===== config.mk =====
export PLATFORM = sky130hd
export DESIGN_NAME = div_sched_flat
export DESIGN_NICKNAME = d
export VERILOG_FILES = /design/src/rtl/div_sched_if.sv /design/src/rtl/div_sched.sv /design/src/flat_wrapper.sv
export SDC_FILE = /design/constraint.sdc
export NUM_CORES = 1
export LEC_CHECK = 0
export ABC_AREA = 1
export CORE_MARGIN = 10
export CORE_UTILIZATION = 53
export DETAILED_ROUTE_END_ITERATION = 8
export GPL_ROUTABILITY_DRIVEN = 1
export PLACE_DENSITY = 0.75
export SYNTH_ARGS = -nofsm -noshare
export SYNTH_HDL_FRONTEND = slang
export SYNTH_SLANG_ARGS = --single-unit

===== constraint.sdc =====
create_clock -name clk -period 40.3 [get_ports clk]
set_clock_uncertainty 0.15 [all_clocks]
set_input_delay 8.06 -clock clk [delete_from_list [all_inputs] [get_ports clk]]
set_output_delay 8.06 -clock clk [all_outputs]
set_load 0.01 [all_outputs]

===== src/rtl/div_sched_if.sv =====
`default_nettype none
`timescale 1ns/1ps
// +----------------------------------------------------------------------------+
// | Module   : div_sched_if                                                    |
// | Brief    : Request/response handshake bundle for the divide scheduler.     |
// | Revision : 1.0 - initial release                                           |
// +----------------------------------------------------------------------------+
interface div_sched_if #(
    parameter int TAG_W = 5
);
    logic             req_valid;
    logic             req_ready;
    logic [1:0]       req_op;
    logic [31:0]      req_a;
    logic [31:0]      req_b;
    logic [TAG_W-1:0] req_tag;
    logic             resp_valid;
    logic             resp_ready;
    logic [31:0]      resp_data;
    logic [TAG_W-1:0] resp_tag;

    modport master (
        output req_valid, req_op, req_a, req_b, req_tag, resp_ready,
        input  req_ready, resp_valid, resp_data, resp_tag
    );

    modport slave (
        input  req_valid, req_op, req_a, req_b, req_tag, resp_ready,
        output req_ready, resp_valid, resp_data, resp_tag
    );
endinterface
`default_nettype wire


===== src/rtl/div_sched.sv =====
`default_nettype none
`timescale 1ns/1ps
// +----------------------------------------------------------------------------+
// | Module   : div_sched                                                       |
// | Brief    : Signed/unsigned divide front-end around a pipelined unsigned    |
// |            divider core, with in-order tagged responses and flush.         |
// | Revision : 1.0 - initial release                                           |
// +----------------------------------------------------------------------------+
module div_sched #(
    parameter int LATENCY = 28,
    parameter int TAG_W   = 5
) (
    input  logic        clk,
    input  logic        rst_n,
    div_sched_if.slave  bus,
    input  logic        flush,
    output logic        div_in_valid,
    output logic [31:0] div_dividend,
    output logic [31:0] div_divisor,
    output logic [1:0]  div_ctrl,
    output logic        div_stall,
    input  logic [31:0] div_ans,
    input  logic        div_out_valid,
    output logic [5:0]  inflight_cnt,
    output logic        idle
);
    localparam logic [31:0] c_INT_MIN  = 32'h8000_0000;
    localparam logic [31:0] c_ALL_ONES = 32'hFFFF_FFFF;

    typedef struct packed {
        logic [TAG_W-1:0] tag;
        logic             neg;
        logic             spec;
        logic [31:0]      spec_val;
    } meta_t;

    logic             w_stall;
    logic             w_req_ready;
    logic             w_accept;
    logic             w_resp_hs;
    logic             w_load;
    logic             w_signed;
    logic             w_a_neg;
    logic             w_b_neg;
    logic             w_b_zero;
    logic             w_ovf;
    logic [31:0]      w_a_mag;
    logic [31:0]      w_b_mag;
    logic [31:0]      w_result;
    meta_t            w_meta;

    logic             r_in_valid;
    logic [31:0]      r_dividend;
    logic [31:0]      r_divisor;
    logic [1:0]       r_ctrl;
    meta_t            r_in_meta;
    logic [LATENCY-1:0] r_slot_vld;
    meta_t            r_slot [LATENCY];
    logic             r_resp_valid;
    logic [31:0]      r_resp_data;
    logic [TAG_W-1:0] r_resp_tag;
    logic [5:0]       r_cnt;

    always_comb begin
        w_stall     = r_resp_valid & ~bus.resp_ready;
        w_req_ready = ~w_stall & ~flush;
        w_accept    = bus.req_valid & w_req_ready;
        w_resp_hs   = r_resp_valid & bus.resp_ready;

        w_signed = ~bus.req_op[0];
        w_a_neg  = w_signed & bus.req_a[31];
        w_b_neg  = w_signed & bus.req_b[31];
        w_a_mag  = w_a_neg ? (32'd0 - bus.req_a) : bus.req_a;
        w_b_mag  = w_b_neg ? (32'd0 - bus.req_b) : bus.req_b;
        w_b_zero = (bus.req_b == 32'd0);
        w_ovf    = w_signed & (bus.req_a == c_INT_MIN) & (bus.req_b == c_ALL_ONES);

        // Remainder takes the dividend's sign; quotient the XOR of signs.
        w_meta      = '0;
        w_meta.tag  = bus.req_tag;
        w_meta.neg  = bus.req_op[1] ? w_a_neg : ((w_a_neg ^ w_b_neg) & ~w_b_zero);
        w_meta.spec = w_b_zero | w_ovf;
        if (w_b_zero) begin
            w_meta.spec_val = bus.req_op[1] ? bus.req_a : c_ALL_ONES;
        end else begin
            w_meta.spec_val = bus.req_op[1] ? 32'd0 : c_INT_MIN;
        end

        w_load   = r_slot_vld[0] & div_out_valid & ~w_stall;
        w_result = div_ans;
        if (r_slot[0].spec) begin
            w_result = r_slot[0].spec_val;
        end else if (r_slot[0].neg) begin
            w_result = 32'd0 - div_ans;
        end
    end

    // Core input register; it and the core freeze together on stall.
    always_ff @(posedge clk) begin
        if (!rst_n || flush) begin
            r_in_valid <= 1'b0;
        end else if (!w_stall) begin
            r_in_valid <= w_accept;
        end
    end

    always_ff @(posedge clk) begin
        if (!w_stall && w_accept) begin
            r_dividend <= w_a_mag;
            r_divisor  <= w_b_mag;
            r_ctrl     <= {bus.req_op[1], 1'b1};
            r_in_meta  <= w_meta;
        end
    end

    // Metadata enters at the top slot in step with the core sampling its input.
    always_ff @(posedge clk) begin
        if (!rst_n || flush) begin
            r_slot_vld <= '0;
        end else if (!w_stall) begin
            r_slot_vld[LATENCY-1] <= r_in_valid;
            for (int i = 0; i < LATENCY - 1; i++) begin
                r_slot_vld[i] <= r_slot_vld[i+1];
            end
        end
    end

    always_ff @(posedge clk) begin
        if (!w_stall) begin
            r_slot[LATENCY-1] <= r_in_meta;
            for (int i = 0; i < LATENCY - 1; i++) begin
                r_slot[i] <= r_slot[i+1];
            end
        end
    end

    always_ff @(posedge clk) begin
        if (!rst_n) begin
            r_resp_valid <= 1'b0;
            r_resp_data  <= 32'd0;
            r_resp_tag   <= '0;
        end else if (flush) begin
            r_resp_valid <= 1'b0;
        end else if (w_load) begin
            r_resp_valid <= 1'b1;
            r_resp_data  <= w_result;
            r_resp_tag   <= r_slot[0].tag;
        end else if (bus.resp_ready) begin
            r_resp_valid <= 1'b0;
        end
    end

    always_ff @(posedge clk) begin
        if (!rst_n || flush) begin
            r_cnt <= 6'd0;
        end else if (w_accept && !w_resp_hs) begin
            r_cnt <= r_cnt + 6'd1;
        end else if (!w_accept && w_resp_hs) begin
            r_cnt <= r_cnt - 6'd1;
        end
    end

    assign bus.req_ready  = w_req_ready;
    assign bus.resp_valid = r_resp_valid;
    assign bus.resp_data  = r_resp_data;
    assign bus.resp_tag   = r_resp_tag;
    assign div_in_valid   = r_in_valid;
    assign div_dividend   = r_dividend;
    assign div_divisor    = r_divisor;
    assign div_ctrl       = r_ctrl;
    assign div_stall      = w_stall;
    assign inflight_cnt   = r_cnt;
    assign idle           = (r_cnt == 6'd0);
endmodule
`default_nettype wire


===== src/flat_wrapper.sv =====
// flat-port wrapper written by rule: the top's interface ports become plain ports
module div_sched_flat 
#(
    parameter int LATENCY = 28,
    parameter int TAG_W   = 5
)
  (clk, rst_n, flush, div_in_valid, div_dividend, div_divisor, div_ctrl, div_stall, div_ans, div_out_valid, inflight_cnt, idle, bus_req_valid, bus_req_op, bus_req_a, bus_req_b, bus_req_tag, bus_resp_ready, bus_req_ready, bus_resp_valid, bus_resp_data, bus_resp_tag);
  div_sched_if #(.TAG_W(TAG_W)) bus_i ();
  input  logic clk;
  input  logic rst_n;
  input  logic flush;
  output logic div_in_valid;
  output logic [31:0] div_dividend;
  output logic [31:0] div_divisor;
  output logic [1:0] div_ctrl;
  output logic div_stall;
  input  logic [31:0] div_ans;
  input  logic div_out_valid;
  output logic [5:0] inflight_cnt;
  output logic idle;
  input wire logic [$bits(bus_i.req_valid)-1:0] bus_req_valid;
  input wire logic [$bits(bus_i.req_op)-1:0] bus_req_op;
  input wire logic [$bits(bus_i.req_a)-1:0] bus_req_a;
  input wire logic [$bits(bus_i.req_b)-1:0] bus_req_b;
  input wire logic [$bits(bus_i.req_tag)-1:0] bus_req_tag;
  input wire logic [$bits(bus_i.resp_ready)-1:0] bus_resp_ready;
  output wire logic [$bits(bus_i.req_ready)-1:0] bus_req_ready;
  output wire logic [$bits(bus_i.resp_valid)-1:0] bus_resp_valid;
  output wire logic [$bits(bus_i.resp_data)-1:0] bus_resp_data;
  output wire logic [$bits(bus_i.resp_tag)-1:0] bus_resp_tag;
  assign bus_i.req_valid = bus_req_valid;
  assign bus_i.req_op = bus_req_op;
  assign bus_i.req_a = bus_req_a;
  assign bus_i.req_b = bus_req_b;
  assign bus_i.req_tag = bus_req_tag;
  assign bus_i.resp_ready = bus_resp_ready;
  assign bus_req_ready = bus_i.req_ready;
  assign bus_resp_valid = bus_i.resp_valid;
  assign bus_resp_data = bus_i.resp_data;
  assign bus_resp_tag = bus_i.resp_tag;
  div_sched #(.LATENCY(LATENCY), .TAG_W(TAG_W)) u_core (.clk(clk), .rst_n(rst_n), .bus(bus_i), .flush(flush), .div_in_valid(div_in_valid), .div_dividend(div_dividend), .div_divisor(div_divisor), .div_ctrl(div_ctrl), .div_stall(div_stall), .div_ans(div_ans), .div_out_valid(div_out_valid), .inflight_cnt(inflight_cnt), .idle(idle));
endmodule

---- After elaboration in Yosys (flattened, before gate mapping) ----
Memory sizes are Yosys's and may differ from the RTL's.
Index checks and enable logic that the tools add are counted.
storage, ports and cells
  bits in registers ....................... 177
  output and inout port bits .............. 114
  word-level logic and storage cells ...... 67
  input port bits ......................... 109
  bits in writable memories ............... 1,092
  memories ................................ 1
memories
  name           words  width  rd ports  clocked after memory_dff  write ports  line             RTL
  u_core.r_slot  28     39     28        0                         28           div_sched.sv:58  meta_t r_slot [LATENCY];
cells by class
  reductions and logical operators ........ 14
  equal/unequal tests ..................... 2
  $add $sub $neg .......................... 5
  multiplexer cells ....................... 13
  bitwise operators ....................... 19
operator list
  kind                                                number
  2-to-1 mux 32 bit                                   7
  subtractor 1 x 32 -> 32 bit (first input constant)  3
  equality test 32 bit (second input constant)        2
  zero test 32 bit                                    1
  2-to-1 mux 6 bit                                    2
  AND 1 bit                                           11
  adder 6 x 1 -> 6 bit (second input constant)        1
  zero test 6 bit                                     1
  inverter 1 bit                                      6
  subtractor 6 x 1 -> 6 bit (second input constant)   1
  zero test 1 bit                                     4
  2-to-1 mux 1 bit                                    4
  nonzero test 2 bit                                  2
  logical AND 1 bit                                   3
  AND reduction 2 bit                                 1
  OR reduction 2 bit                                  1
  logical OR 1 bit                                    1
  bitwise OR 1 bit                                    1
  bitwise XOR 1 bit                                   1

---- Longest topological paths before layout ----
Gate-level depths: netlist of the first run.
  word-level depth ........................ 9
  mapped depth ............................ 15
  depth with buffers taken out ............ 15

---- Least setup slack after synthesis of the first run ----
OpenSTA, ideal clock, no wires.
  kind .................................... input port to flip-flop
  start ................................... input port bus_resp_ready
  end ..................................... memory u_core.r_slot[0][0] in the netlist's numbering, enable pin
  cell stages on the path ................. 3
  slack ................................... 422 ps
  buffers on the path ..................... 1
  data arrival time ....................... 37,837 ps
  library setup time ...................... 1,891 ps
  data required time ...................... 38,259 ps
  cells stage by stage .................... nor2_1 inv_1 clkbuf_1
RTL lines
  what         line                RTL
  from (decl)  flat_wrapper.sv:26  input wire logic [$bits(bus_i.resp_ready)-1:0] bus_resp_ready;
  to (decl)    div_sched.sv:58

---- Final worst setup path of the first run ----
  start ................................... input port bus_resp_ready
  end ..................................... output port bus_req_ready
between the ends
  cells in the longest elaborated chain, start to end .. 4
ends and longest elaborated chain
  what            line                RTL
  inverter 1 bit  div_sched.sv:65     w_stall = r_resp_valid & ~bus.resp_ready;
  AND 1 bit       div_sched.sv:65
  inverter 1 bit  div_sched.sv:66     w_req_ready = ~w_stall & ~flush;
  AND 1 bit       div_sched.sv:66
  to (decl)       flat_wrapper.sv:27  output wire logic [$bits(bus_i.req_ready)-1:0] bus_req_ready;
No other way between the ends.

==> out/qor.yml, run 1 <==
clocking:
  numCtsBuffers: 116
  insertion_delay_ps: 670
  htree_levels: 3
  cts_tree: "done"
  cts_buffer_depth: 3
  cts_setup_buffers: 0
  cts_repair_resize_count: 0
  clock-root-buffer: "clkbuf_16"
  clk_pin_slew_ps: 70
  cts_hold_buf: 0
  clkSinkCount: 1269
synthesis:
  ys.flop_type: "edfxtp_1"
  netlist_instances: 2262
  synth_cell_types: 40
  synth-simple-area-share: 0.0567
  synth_fa_ha_area_frac: 0.00314
  yosys.area.top_type: "edfxtp_1"
  syn-cell-area_um2: 42200
  synth_compound_area_frac: 0.0264
  yosysSeqAreaShare: 0.886
  synth-edff-count: 1196
  synth_top_area_frac: 0.851
  synthTopCellsByArea: "edfxtp_1, dfxtp_1, nand2_1, nor2_1, a21oi_1"
  synthArstFlopShare: 0
  synthMuxAreaShare: 0
  ys_seq_elements: 1269
  synth_xor_xnor_area_share: 0.0133
  synth_area_per_cell_um2: 18.7
  syn_nets: 2381
  synth_warnings: 0
  synth_top_family_by_area: "simple AND/OR/NAND/NOR gates"
drt:
  drt-wirelength-per-cell_um: 17.6
  ant_nets: 0
  drc: 0
  num_vias: 18700
  firstDrtPassIters: 5
  finalWirelength_um: 65200
  vias_per_cell: 5.04
  drtIter0Drc: 1368
layout:
  stdcell_count: 3712
  fill_cells: 5411
  final_cell_area_um2: 49400
  diodes: 0
  final_nets: 2689
  drive_gt1_frac: 0.0894
  syn_to_final_growth_pct: 17.0
floorplan:
  ioPinCount: 223
  core_um2: 79000
  rows: 103
  dieHeight_um: 302
  die_x_um: 302
  initial_core_util: 0.534
  die_area_um2: 91300
pwr:
  intPower_mw: 2.09
  power_switching_share: 0.192
  seqPwrFrac: 0.566
  clkPwrFrac: 0.412
  leakage_nw: 18.8
  switchingPower_mw: 0.498
  vdd_drop_max_uv: 37.1
  p_comb_frac: 0.022
  total_power_mw: 2.59
  p_per_area_nw_per_um2: 52.5
worst_setup_path:
  cp_slowest_cell: "clkdlybuf4s50_1"
  crit_top_cell: "clkdlybuf4s50_1"
  cp-start-kind: "primary input"
  cp.required_ps: 32090
  path_delay_family: "buffers and inverters"
  crit_chain: "clkdlybuf4s50_1 > nor2_2 > buf_4 > nor2_1 > clkdlybuf4s50_1"
  critPathArrivalTime_ps: 9570
  critPathKind: "in -> out"
  critPathBufInv: 3
  endpoint_kind: "primary output"
  cp_slowest_stage_delay_ps: 560
  crit_fanout: 33
sta:
  rsz0062_at_grt: "no"
  maxSlewViolCount: 0
  setup_viol: 0
  slew_headroom: 0.206
  worst_pin_slew_ps: 1190
  period_needed_ps: 17780
  hold_viol: 0
  fmax_mhz: 56.3
  period_share: 0.441
  tns_ps: 0
place:
  placedCellCount: 3502
  postPlaceCellArea_um2: 45600
  io_buffers: 221
  dpl.hpwl_um: 35200
  gp_congestion: 0.849
global_routing:
  grt_antenna_before_repair: 0
  grt_usage: 0.141
  grt_pass1_vias: 19100
  overflow: 0
  grt_max_degree: 233
  grt_pass1_wl_um: 103000
flow_run:
  cap_violations: 0
status:
  status: "finished, final reports clean"
worst_hold_path:
  hold_path.class: "reg -> reg"
[cell usage in the layout (no fill, tap or decap), drive strengths merged, types with 9 or more instances in the layout]
master and count:
a21oi 121, buf 14, bufinv 11, clkbuf 149, clkdlybuf4s50 220, clkinv 38
dfxtp 73, edfxtp 1196, ha 9, inv 115, nand2 278, nand3 67
nand4 24, nor2 173, nor3 19, o21ai 61, xnor2 17, xor2 47
[stage by stage]
step | util | hold WS [ps] | setup slack (ps)
finish | 0.625 | 252 | 22530
global route | 0.625 | 263 | 22420
CTS | 0.625 | 248 | 22510
detailed placement | 0.578 | 255 | 22500
global placement | 0.578 | 250 | 22490
floorplan | - | 250 | 422
[cell usage after synthesis (2+ instances only)]
cell type	number
nor2_1	164
a21oi_1	92
o21ai_1	3
nor3_2	2
nand3_1	64
buf_1	2
buf_2	8
inv_2	8
nand2_1	278
xnor2_1	17
edfxtp_1	1196
ha_1	9
buf_6	3
a31oi_1	5
o211ai_1	4
a21oi_2	29
xor2_1	47
inv_1	101
nand4_1	23
nand3_2	2
o21ai_0	57
a21o_1	3
nor4_1	2
or2_2	3
clkbuf_1	29
nor2_2	8
nor3_1	17
dfxtp_1	73
buf_4	2
[power by group through the flow]
stage	logic [mW]	registers, mW	clock network (mW)
final	0.0566	1.47	1.07
after global routing	0.0619	1.47	1.15
after CTS	0.0568	1.47	1.10
after detailed placement	0.0564	1.50	0
after global placement	0.0552	1.49	0
after floorplan	0.0248	1.49	0
[metal layers]
| layer | up-vias | wire, µm | GRT usage |
|---|---|---|---|
| li1 | 8970 | - | - |
| met1 | 9093 | 26800 | 0.175 |
| met2 | 499 | 32400 | 0.237 |
| met3 | 135 | 4490 | 0.0414 |
| met4 | 0 | 1560 | 0.0459 |
| met5 | - | 0 | 0 |
[registers in the layout (all words and copies together), names as in the netlist]
signal / count
u_core.bus.resp_data: 32
u_core.bus.resp_tag: 5
u_core.bus.resp_valid: 1
u_core.div_ctrl: 1
u_core.div_dividend: 32
u_core.div_divisor: 32
u_core.div_in_valid: 1
u_core.inflight_cnt: 6
u_core.r_in_meta: 39
u_core.r_slot: 1092
u_core.r_slot_vld: 28
[cells by family (layout without fill, tap and decap cells)]
group | after synthesis | after routing
XOR/XNOR | 64 | 64
adder cells (fa/ha/maj) | 10 | 10
flip-flops | 1269 | 1269
buffers and inverters | 154 | 554
AO/OA/AOI/OAI | 195 | 195
AND/OR/NAND/NOR | 569 | 569
other | 1 | 1
[cell type report]
type	instances	area, µm²	share of cell area
Inverter	110	423	0.00857
Clock inverter	61	646	0.0131
Multi-Input combinational cell	839	4210	0.0852
Tap cell	1050	1310	0.0266
Sequential cell	1269	37400	0.757
Timing Repair Buffer	234	2330	0.0472
Clock buffer	149	3080	0.0624
[path summary, 6_finish.rpt]
check                                            from  depth (start not counted)                     to  slack [ps]
worst max-delay path                   bus_resp_ready                          5          bus_req_ready       22530
worst min-delay path            u_core.r_slot[0][498]                          0  u_core.r_slot[0][459]         250
worst max register to register  u_core.bus.resp_valid                          8  u_core.r_slot[1][412]       34530
worst min register to register  u_core.r_slot[0][498]                          0  u_core.r_slot[0][459]         250
(Power assumes the default switching activity.)
==> run 2, diff against run 1 <==
CORE_UTILIZATION = 59   (was 53)
PLACE_DENSITY = 0.79   (was 0.75)
clock period = 17.8 ns   (was 40.3 ns; I/O delays follow)
==> run 2 against run 1 <==
  * Hold slack got worse by 3.8 ps
  * Non-clock buffer count rose by 6
  * Via count rose by 1.3%
  * Sequential power rose by 130%
  * Register-to-register slack got worse by 22000 ps
  * Critical path depth did not move
  * Critical path type unchanged
  * Highest routed layer unchanged
==> out/qor.yml, run 2 (synthesis results as in run 1) <==
global_routing:
  grt_max_degree: 146  # -37%
  grt_antenna_before_repair: 0  # unchanged
  overflow: 0  # unchanged
  grt_pass1_wl_um: 108000  # +5.7%
  grt_usage: 0.168  # +0.0271
  grt_pass1_vias: 19500  # +2.0%
sta:
  tns_ps: 0  # unchanged
  fmax_mhz: 114
  period_needed_ps: 8800
  worst_pin_slew_ps: 1200  # +6.51 ps
  maxSlewViolCount: 0  # unchanged
  slew_headroom: 0.202  # -0.00434
  period_share: 0.495
  setup_viol: 0  # unchanged
  hold_viol: 0  # unchanged
  rsz0062_at_grt: "no"
clocking:
  clk_pin_slew_ps: 70  # about the same
  clock-root-buffer: "clkbuf_16"
  insertion_delay_ps: 680  # about the same
  htree_levels: 3  # unchanged
  numCtsBuffers: 115  # -0.86%
  cts_buffer_depth: 3  # unchanged
  cts_tree: "done"
  cts_setup_buffers: 0  # unchanged
  clkSinkCount: 1269  # unchanged
  cts_hold_buf: 0  # unchanged
  cts_repair_resize_count: 0  # unchanged
layout:
  final_nets: 2694  # +0.19%
  top_regs: "u_core.r_slot (1092), u_core.r_in_meta (39)"
  final_cell_area_um2: 49400  # +0.11%
  final_cell_mix: "edfxtp_1, nand2_1, clkdlybuf4s50_1"
  final_common_cell: "edfxtp_1"
  largest_reg_flops: 1092  # unchanged
  drive_gt1_frac: 0.0946  # +0.00517
  top_register: "u_core.r_slot"
  diodes: 0  # unchanged
  fill_cells: 4319  # -20%
  syn_to_final_growth_pct: 17.1
  stdcell_count: 3615  # -2.6%
worst_setup_path:
  cp.required_ps: 14090  # -18000 ps
  crit_fanout: 33  # unchanged
  critPathKind: "in -> out"
  cp-start-kind: "primary input"
  critPathArrivalTime_ps: 5090  # -4480 ps
  endpoint_kind: "primary output"
status:
  status: "finished, final reports clean"
pwr:
  intPower_mw: 4.81  # +130%
  seqPwrFrac: 0.556  # -0.010
  p_comb_frac: 0.022  # about the same
  clkPwrFrac: 0.422  # +0.010
  p_per_area_nw_per_um2: 121  # +130%
  power_switching_share: 0.194  # +0.00214
  switchingPower_mw: 1.16  # +130%
  total_power_mw: 5.98  # +130%
  leakage_nw: 18.9  # +0.55%
  vdd_drop_max_uv: 81.1  # +120%
place:
  postPlaceCellArea_um2: 45500  # -0.23%
  dpl.hpwl_um: 36900  # +4.7%
  placedCellCount: 3398  # -3.0%
  io_buffers: 221  # unchanged
  gp_congestion: 0.836  # -1.5%
floorplan:
  dieHeight_um: 287  # -4.9%
  die_area_um2: 82600  # -9.5%
  ioPinCount: 223  # unchanged
  initial_core_util: 0.598  # +0.0643
  rows: 97  # -5.8%
  core_um2: 70500  # -11%
  die_x_um: 287  # -4.9%
flow_run:
  cap_violations: 0  # unchanged
drt:
  num_vias: 18900  # +1.3%
  drtIter0Drc: 1704  # +25%
  drt-wirelength-per-cell_um: 19.2  # +9.2%
  ant_nets: 0  # unchanged
  vias_per_cell: 5.24  # +4.1%
  firstDrtPassIters: 5  # unchanged
  finalWirelength_um: 69300  # +6.4%
  drc: 0  # unchanged
worst_hold_path:
  hold_path.class: "reg -> reg"
run 2: cell types whose count changed in the layout (fill, tap and decap cells not counted), moves of 4 or more:
cell       previous run  this run
buf_4                11        18
bufinv_16            11        16
clkbuf_1             30        18
clkinv_1             16        26
clkinv_2             16        21
clkinv_4              5         1
run 2: final timing paths:
check / startpoint / to / slack (ps) / cells past startpoint
max reg2reg: u_core.bus.resp_valid / u_core.r_slot[1][332] / 12610 / 8
min reg2reg: u_core.r_slot[1][327] / u_core.r_slot[1][288] / 250 / 0
min: u_core.r_slot[1][327] / u_core.r_slot[1][288] / 250 / 0
max: bus_resp_ready / bus_req_ready / 9000 / 5
run 2: power by group through the flow:
| stage | Sequential, mW | Clock, mW | Combinational [mW] |
|---|---|---|---|
| 5_1_grt | 3.33 | 2.69 | 0.142 |
| 6_report | 3.32 | 2.52 | 0.130 |
| 2_1_floorplan | 3.38 | 0 | 0.0561 |
| 4_1_cts | 3.32 | 2.60 | 0.130 |
| 3_3_place_gp | 3.38 | 0 | 0.128 |
| 3_5_place_dp | 3.38 | 0 | 0.129 |
run 2: cell type report:
| class | instances | area (µm²) | area share |
|---|---|---|---|
| Clock buffer | 138 | 3050 | 0.0617 |
| Clock inverter | 79 | 838 | 0.0170 |
| Multi-Input combinational cell | 839 | 4210 | 0.0851 |
| Tap cell | 940 | 1180 | 0.0238 |
| Inverter | 110 | 423 | 0.00856 |
| Sequential cell | 1269 | 37400 | 0.756 |
| Timing Repair Buffer | 240 | 2360 | 0.0478 |
run 2: worst max-delay path, cell delays in order:
cell and delay, ps:
clkdlybuf4s50_1 510, nor2_2 50, buf_4 240, nor2_1 160, clkdlybuf4s50_1 570
run 2: through the flow:
step,worst slack [ps],hold WS (ps),utilization
after floorplan,5580,250,-
after global placement,8960,250,0.646
after detailed placement,8860,255,0.646
after CTS,8970,244,0.701
after global routing,8920,258,0.701
final,9000,248,0.701
run 2: layer usage:
metal,wire length (µm),vias to the layer above,track usage
li1,-,8977,-
met1,28800,9277,0.218
met2,34100,543,0.274
met3,4420,151,0.0431
met4,2040,0,0.0606
met5,0,-,0
==> run 3, diff against run 2 <==
clock period = 9 ns   (was 17.8 ns; I/O delays follow)
==> run 3 against run 2 <==
  * Largest power group unchanged
  * Critical path type unchanged
  * Register-to-register slack got worse by 6600 ps
  * Cell count shrank 0.55%
  * First-iteration DRC count shrank 14%
==> out/qor.yml, run 3 (synthesis results as in run 1) <==
worst_setup_path:
  cp_slowest_stage_delay_ps: 570  # about the same
  crit_chain: "clkdlybuf4s50_1 > nor2_2 > buf_4 > nor2_1 > clkdlybuf4s50_1"
  critPathArrivalTime_ps: 3320  # -1770 ps
  cp-start-kind: "primary input"
  cp_slowest_cell: "clkdlybuf4s50_1"
  crit_fanout: 33  # unchanged
  cp.required_ps: 7050  # -7040 ps
  crit_top_cell: "clkdlybuf4s50_1"
  critPathKind: "in -> out"
  endpoint_kind: "primary output"
floorplan:
  ioPinCount: 223  # unchanged
  die_x_um: 287  # unchanged
  rows: 97  # unchanged
  dieHeight_um: 287  # unchanged
  initial_core_util: 0.598  # unchanged
  core_um2: 70500  # unchanged
  die_area_um2: 82600  # unchanged
clocking:
  clkSinkCount: 1269  # unchanged
  cts_buffer_depth: 3  # unchanged
  clock-root-buffer: "clkbuf_16"
  htree_levels: 3  # unchanged
  cts_hold_buf: 0  # unchanged
  insertion_delay_ps: 670  # about the same
  numCtsBuffers: 112  # -2.6%
  cts_tree: "done"
  cts_repair_resize_count: 0  # unchanged
  clk_pin_slew_ps: 70  # about the same
  cts_setup_buffers: 0  # unchanged
layout:
  top_register: "u_core.r_slot"
  fin_util: 0.698  # -0.00252
  drive_gt1_frac: 0.0885  # -0.00607
  diodes: 0  # unchanged
  top_regs: "u_core.r_slot (1092), u_core.r_in_meta (39)"
  syn_to_final_growth_pct: 16.7
  final_cell_mix: "edfxtp_1, nand2_1, clkdlybuf4s50_1"
  largest_reg_flops: 1092  # unchanged
  final_common_cell: "edfxtp_1"
  final_nets: 2685  # -0.33%
global_routing:
  grt_max_degree: 191  # +31%
  overflow: 0  # unchanged
  busiest_layer: "met2"
  grt_usage: 0.162  # -0.00628
  met1_usage: 0.202  # -0.0156
  use_met2: 0.272  # -0.00201
  grt_antenna_before_repair: 0  # unchanged
  grt_pass1_wl_um: 105000  # -3.3%
  globalRouteMet3Util: 0.0428  # -0.000316
  grt_pass1_vias: 19100  # -2.0%
place:
  dpl.hpwl_um: 35800  # -2.9%
  gp_congestion: 0.870  # +4.0%
  io_buffers: 221  # unchanged
  place_worst_setup_slack_ps: 3720  # -5140 ps
worst_hold_path:
  hold_path.class: "reg -> reg"
drt:
  finalWirelength_um: 67500  # -2.7%
  ant_nets: 0  # unchanged
  drt-wirelength-per-cell_um: 18.8  # -2.1%
  drc: 0  # unchanged
  vias_per_cell: 5.24  # about the same
  num_vias: 18800  # -0.55%
  firstDrtPassIters: 6  # +1
  drtIter0Drc: 1471  # -14%
flow_run:
  cap_violations: 0  # unchanged
sta:
  hold_viol: 0  # unchanged
  maxSlewViolCount: 0  # unchanged
  period_share: 0.586
  worst_pin_slew_ps: 1100  # -102 ps
  fmax_mhz: 190
  setup_viol: 0  # unchanged
  tns_ps: 0  # unchanged
  period_needed_ps: 5270
  slew_headroom: 0.269  # +0.0670
  rsz0062_at_grt: "no"
  fin_ws_ps: 3730  # -5270 ps
pwr:
  vdd_drop_max_uv: 164  # +100%
  total_power_mw: 11.7  # +95%
  p_per_area_nw_per_um2: 237  # +96%
  leakage_nw: 18.8  # -0.42%
status:
  status: "finished, final reports clean"
run 3: cell types whose count changed in the layout (fill, tap and decap cells not counted), moves of 2 or more:
| cell | before | now |
|---|---|---|
| clkinv_1 | 26 | 22 |
| clkbuf_1 | 18 | 20 |
| clkbuf_16 | 118 | 114 |
| buf_4 | 18 | 9 |
| clkinv_2 | 21 | 19 |
| clkinvlp_4 | 9 | 4 |
| buf_12 | 1 | 4 |
run 3: final cells by class:
cell class | count | area, µm²
clock inverters | 67 | 761
flip-flops and latches | 1269 | 37400
fillers | 4312 | 21300
well taps | 940 | 1180
multi-input cells | 839 | 4210
repair buffers | 234 | 2350
clock buffers | 136 | 2960
inverters | 110 | 423
run 3: path summary, 6_finish.rpt:
| check | cells after the start | startpoint | endpoint | slack, ps |
|---|---|---|---|---|
| max | 5 | bus_resp_ready | bus_req_ready | 3730 |
| min | 0 | u_core.r_slot[0][569] | u_core.r_slot[0][530] | 250 |
| max reg2reg | 5 | u_core.bus.resp_valid | u_core.r_slot[0][80] | 6020 |
| min reg2reg | 0 | u_core.r_slot[0][569] | u_core.r_slot[0][530] | 250 |
run 3: critical path: cells and delay by family:
| family | cells | cell delay [ps] |
|---|---|---|
| simple gates | 2 | 210 |
| buf+inv | 3 | 1310 |
run 3: power by group:
group	switching [mW]	internal, mW	leakage (nW)
registers	0.0450	6.53	14.1
logic	0.142	0.111	2.94
clock network	2.06	2.77	1.81
run 3: layer usage:
metal | part of all wire | vias to the layer above
met5 | 0 | -
met4 | 0.027 | 0
met3 | 0.062 | 133
met2 | 0.50 | 502
met1 | 0.41 | 9267
li1 | - | 8942
run 3: metrics by stage:
step	cell area, µm²	instances	hold WS (ps)
floorplan	42200	2262	250
global placement	45500	3392	250
detailed placement	45500	3392	255
CTS	49300	3595	252
global route	49300	3595	262
finish	49300	3595	252
==> patch 1 (flow settings as in run 3) <==
Make the reset (`rst_n`) asynchronous in one clocked block.
--- a/src/rtl/div_sched.sv
+++ b/src/rtl/div_sched.sv
@@ -135,5 +135,5 @@
     end
 
-    always_ff @(posedge clk) begin
+    always_ff @(posedge clk or negedge rst_n) begin
         if (!rst_n) begin
             r_resp_valid <= 1'b0;
Function: not settled (the Yosys comparison gave no result); the edit may change what the design does.
==> patch 1 against run 3 <==
  * Sequential cell count stayed put
  * Setup slack better by 150 ps
  * Synthesized area is 0.22% higher
  * Design area is 0.31% higher
  * Total power is 1.6% higher
  * Global-route usage is 0.92 points higher
  * Fmax is 2.9% higher
  * Hold slack worse by 1.7 ps
  * Routed wire length is 4.9% higher
  * Synthesized cell count is 0.75% lower
==> patch 1: results (changes against run 3) <==
Cells and area
  – Non-Clock Inverter Count: 106 (-3.6%)
  – #MultiIn Comb: 829 (-1.2%)
  – Fraction of layout cells with a size suffix above 1: 8.98% (+0.13 points)
  – Nets: 2675 (-0.37%)
  – Multi-input logic area: 4140 um^2 (-1.6%)
  – Design area: 49400 um^2 (+0.31%)
  – Register share of the cell area: 76.0% (+0.15 points)
  – FF+latch count: 1269 (unchanged)
  – Buffers excl. clock: 235 (+0.43%)
  – Area share of buffers outside the clock network: 4.80% (+0.016 points)

GRT
  – Met1 Resource Use GR: 21.8% (+1.6 points)
  – Met3 GRT Util: 4.12% (-0.15 points)
  – Largest net degree at the start of global routing: 164 (-14%)
  – GR Layer Usage met2: 28.1% (+0.87 points)
  – Global-route wire length before repair: 110000 um (+4.5%)
  – Total global-route track usage: 17.1% (+0.92 points)

Detailed routing
  – Drt via density: 5.27 (+0.60%)
  – DR iter-0 viols: 1687 (+15%)
  – Drt total wl: 70800 um (+4.9%)
  – Met2 routed WL: 34900 um (+3.8%)
  – Met1 Routed Length: 29000 um (+4.1%)
  – DR vias: 19000 (+0.74%)
  – DRT Pass-1 Iters: 5 (-1)

Clock network
  – H-tree Lvls: 3 (unchanged)

Critical path
  – WP data arrival: 3170 ps (-150 ps)
  – Max Fanout on Critical Path: 4 (-88%)
  – Register-to-register setup slack: 5540 ps (-480 ps)

Power and ir drop
  – Top power group: sequential cells
  – Leak Pwr: 17.9 nW (-4.9%)
  – Switching power: 0.00232 W (+3.4%)
  – Clk pwr share: 40.9% (-0.5 points)
  – Max VDD drop: 0.183 mV (+12%)

Placed design
  – Area after DPL: 45700 um^2 (+0.29%)
  – Placed Cells: 3389 (-0.088%)
  – DP HPWL: 38400 um (+7.2%)
  – Place WS: 3790 ps (+69.6 ps)
  – Final GP Congestion: 0.879 (+1.1%)

Hold path
  – HP Class: flop to flop

Synth
  – Avg Inst Size Synth: 18.8 um^2 (+0.98%)
  – Synth Area in XOR/XNOR: 1.26% (-0.065 points)
  – Post-synth cell types: 42 (+5.0%)
  – Synth top area cells: edfxtp_1 85%, nand2_1 2.8%, dfrtp_1 2.2%
  – Post-Syn Nets: 2364 (-0.71%)
  – Sequential share of the synthesized area: 88.8% (+0.26 points)
  – Post-synth top cells: 1196 x edfxtp_1, 313 x nand2_1, 154 x nor2_1, 99 x inv_1, 78 x nand3_1

Run status
  – Status: finished clean

Floorplan
  – Core Box Area: 71200 um^2 (+1.0%)

Timing
  – Worst-margin pin slew: 1140 ps (+48.2 ps)
  – Period Utilization, post-route: 56.9% (-1.7 points)
  – Min Hold Slack: 250 ps (-1.70 ps)
patch 1: changes by cell type after synthesis, sizes merged, moves of 4 or more:
cell / delta
a21oi: -33
xnor2: -7
clkbuf: -6
dfxtp: -38
nand2: +35
xor2: +4
nor3: -8
nor2: -13
o21ai: -9
nand3: +13
dfrtp: +38
patch 1: worst paths after layout:
check | startpoint | end | cells past startpoint
worst max-delay path | bus_resp_ready | bus_req_ready | 4
worst min-delay path | u_core.r_slot[1][351] | u_core.r_slot[1][312] | 0
worst max register to register | u_core.bus.resp_valid | u_core.r_slot[1][464] | 6
worst min register to register | u_core.r_slot[1][351] | u_core.r_slot[1][312] | 0
max in group asynchronous | rst_n | u_core.bus.resp_data[21] | 2
min in group asynchronous | rst_n | u_core.bus.resp_data[5] | 2
patch 1: worst max-delay path: cells and delay by family:
kind | cells | cell delay (ps)
buffers and inverters | 2 | 1090
and+or+nand+nor | 2 | 280
==> patch 2 (flow settings as in run 3) <==
Made on the original files. `TAG_W` is set to 5 in 3 places; all go to 6.
--- a/src/rtl/div_sched_if.sv
+++ b/src/rtl/div_sched_if.sv
@@ -7,5 +7,5 @@
 // +----------------------------------------------------------------------------+
 interface div_sched_if #(
-    parameter int TAG_W = 5
+    parameter int TAG_W = 6
 );
     logic             req_valid;
--- a/src/rtl/div_sched.sv
+++ b/src/rtl/div_sched.sv
@@ -9,5 +9,5 @@
 module div_sched #(
     parameter int LATENCY = 28,
-    parameter int TAG_W   = 5
+    parameter int TAG_W   = 6
 ) (
     input  logic        clk,
--- a/src/flat_wrapper.sv
+++ b/src/flat_wrapper.sv
@@ -3,5 +3,5 @@
 #(
     parameter int LATENCY = 28,
-    parameter int TAG_W   = 5
+    parameter int TAG_W   = 6
 )
   (clk, rst_n, flush, div_in_valid, div_dividend, div_divisor, div_ctrl, div_stall, div_ans, div_out_valid, inflight_cnt, idle, bus_req_valid, bus_req_op, bus_req_a, bus_req_b, bus_req_tag, bus_resp_ready, bus_req_ready, bus_resp_valid, bus_resp_data, bus_resp_tag);
Interface: changed (resized bus_req_tag and bus_resp_tag); port bits go from 223 to 225. The function was not compared with the original's and may differ.
==> patch 2 against run 3 <==
  * Routed wire length is 4.9% higher
  * Sequential power grew 2%
  * Critical endpoint unchanged
  * Sequential cell count increased by 30
  * Sequential share of layout area increased by 0.82 points
  * Critical path type unchanged
  * Design area grew 1.3%
  * Global-route usage is 0.54 points higher
  * Highest routed layer unchanged
  * Synthesized area up 1.6%
  * Total power increased by 0.30%
  * Setup slack worse by 5.7 ps
  * Register-to-register slack worse by 260 ps
==> patch 2: results (changes against run 3) <==
Cells and area
  – Nets: 2688 (+0.11%)

Detailed routing
  – Drt via density: 5.29 (+0.96%)
  – DR iter-0 viols: 1724 (+17%)
  – DR WL/cell: 19.6 um (+4.2%)
  – Drt total wl: 70700 um (+4.9%)

GRT
  – Total global-route track usage: 16.7% (+0.54 points)
  – Global-route wire length before repair: 109000 um (+3.6%)
  – Vias in the first global route: 19400 (+1.9%)
  – Largest net degree at the start of global routing: 231 (+21%)

Run status
  – Status: finished clean

Timing
  – Highest clock rate: 190 MHz (-0.11%)
  – Slew headroom: 20.5% (-6.4 points)

Placed design
  – Place WS: 3740 ps (+18.6 ps)
  – Final GP Congestion: 0.866 (-0.43%)
  – Placed Cells: 3401 (+0.27%)
  – DP HPWL: 37900 um (+5.8%)
  – Port-buffer cells: 223 (+0.90%)
  – Area after DPL: 46200 um^2 (+1.6%)

Critical path
  – Worst r2r dst: u_core.inflight_cnt[5]
  – R2r worst-path depth: 18 (+13)
  – Register-to-register setup slack: 5760 ps (-260 ps)

Synth
  – Sequential share of the synthesized area: 89.3% (+0.73 points)
  – Post-synth top cells: 1225 x edfxtp_1, 211 x nor2_1, 196 x nand2_1, 111 x inv_1, 100 x a21oi_1
  – Synth top area cells: edfxtp_1 86%, dfxtp_1 3.5%, nor2_1 1.8%
  – Post-Syn Nets: 2378 (-0.13%)
  – Synth Instances: 2258 (-0.18%)

Clock network
  – Number of buffers created by CTS: 115 (+2.7%)

Power and ir drop
  – Leak Pwr: 19.3 nW (+2.7%)
  – Clk pwr share: 40.2% (-1.2 points)
  – Final Total Pwr: 0.0117 W (+0.30%)
==> patch 2: cell count changes after synthesis, moves of 8 or more <==
cell      delta
xnor2_1     -11
inv_1       +10
a21oi_2     -28
a21oi_1      +8
edfxtp_1    +29
xor2_1      +13
o21ai_0     +24
nor2_1      +47
nand2_1     -82
==> patch 2: cell families (layout without fill, tap and decap cells) <==
kind of cell    count (synthesis)  in the layout  synth area share [%]
fa+ha+maj                      10             10                 0.310
flops                        1299           1299                  89.3
xor+xnor                       66             66                  1.35
buf+inv                       159            569                  1.48
compound gates                196            196                  2.37
other cells                     1              1               0.00875
simple gates                  527            527                  5.19
==> patch 2: routing by layer <==
metal	part of all wire [%]	wire, um	vias up	track usage (%)
met1	40	28500	9418	21.3
met2	50	35400	609	27.8
met4	2.7	1890	0	5.68
li1	-	-	8975	-
met5	0	0	-	0
met3	7.0	4920	145	4.58
==> patch 2: layout make-up <==
cell class                      instances  area, um^2
Sequential cell                      1299       38300
Fill cell                            4343       21800
Multi-Input combinational cell        800        3960
Clock buffer                          157        3210
Timing Repair Buffer                  236        2380
Tap cell                              950        1190
Inverter                              116         445
Clock inverter                         60         432
==> patch 2: worst min-delay path by stage <==
stage	end	slack, ps	cells after the start
after floorplan	u_core.r_slot[0][0]	250	0
after global placement	u_core.r_slot[0][245]	250	0
after detailed placement	u_core.r_slot[0][110]	250	0
after CTS	u_core.r_slot[0][554]	260	0
after global routing	u_core.r_slot[1][289]	270	0
final	u_core.r_slot[0][375]	250	0
==> patch 2: worst max-delay path, delay by kind of cell <==
family	cells	cell delay (ps)
buffers and inverters	3	1300
AND/OR/NAND/NOR	2	220
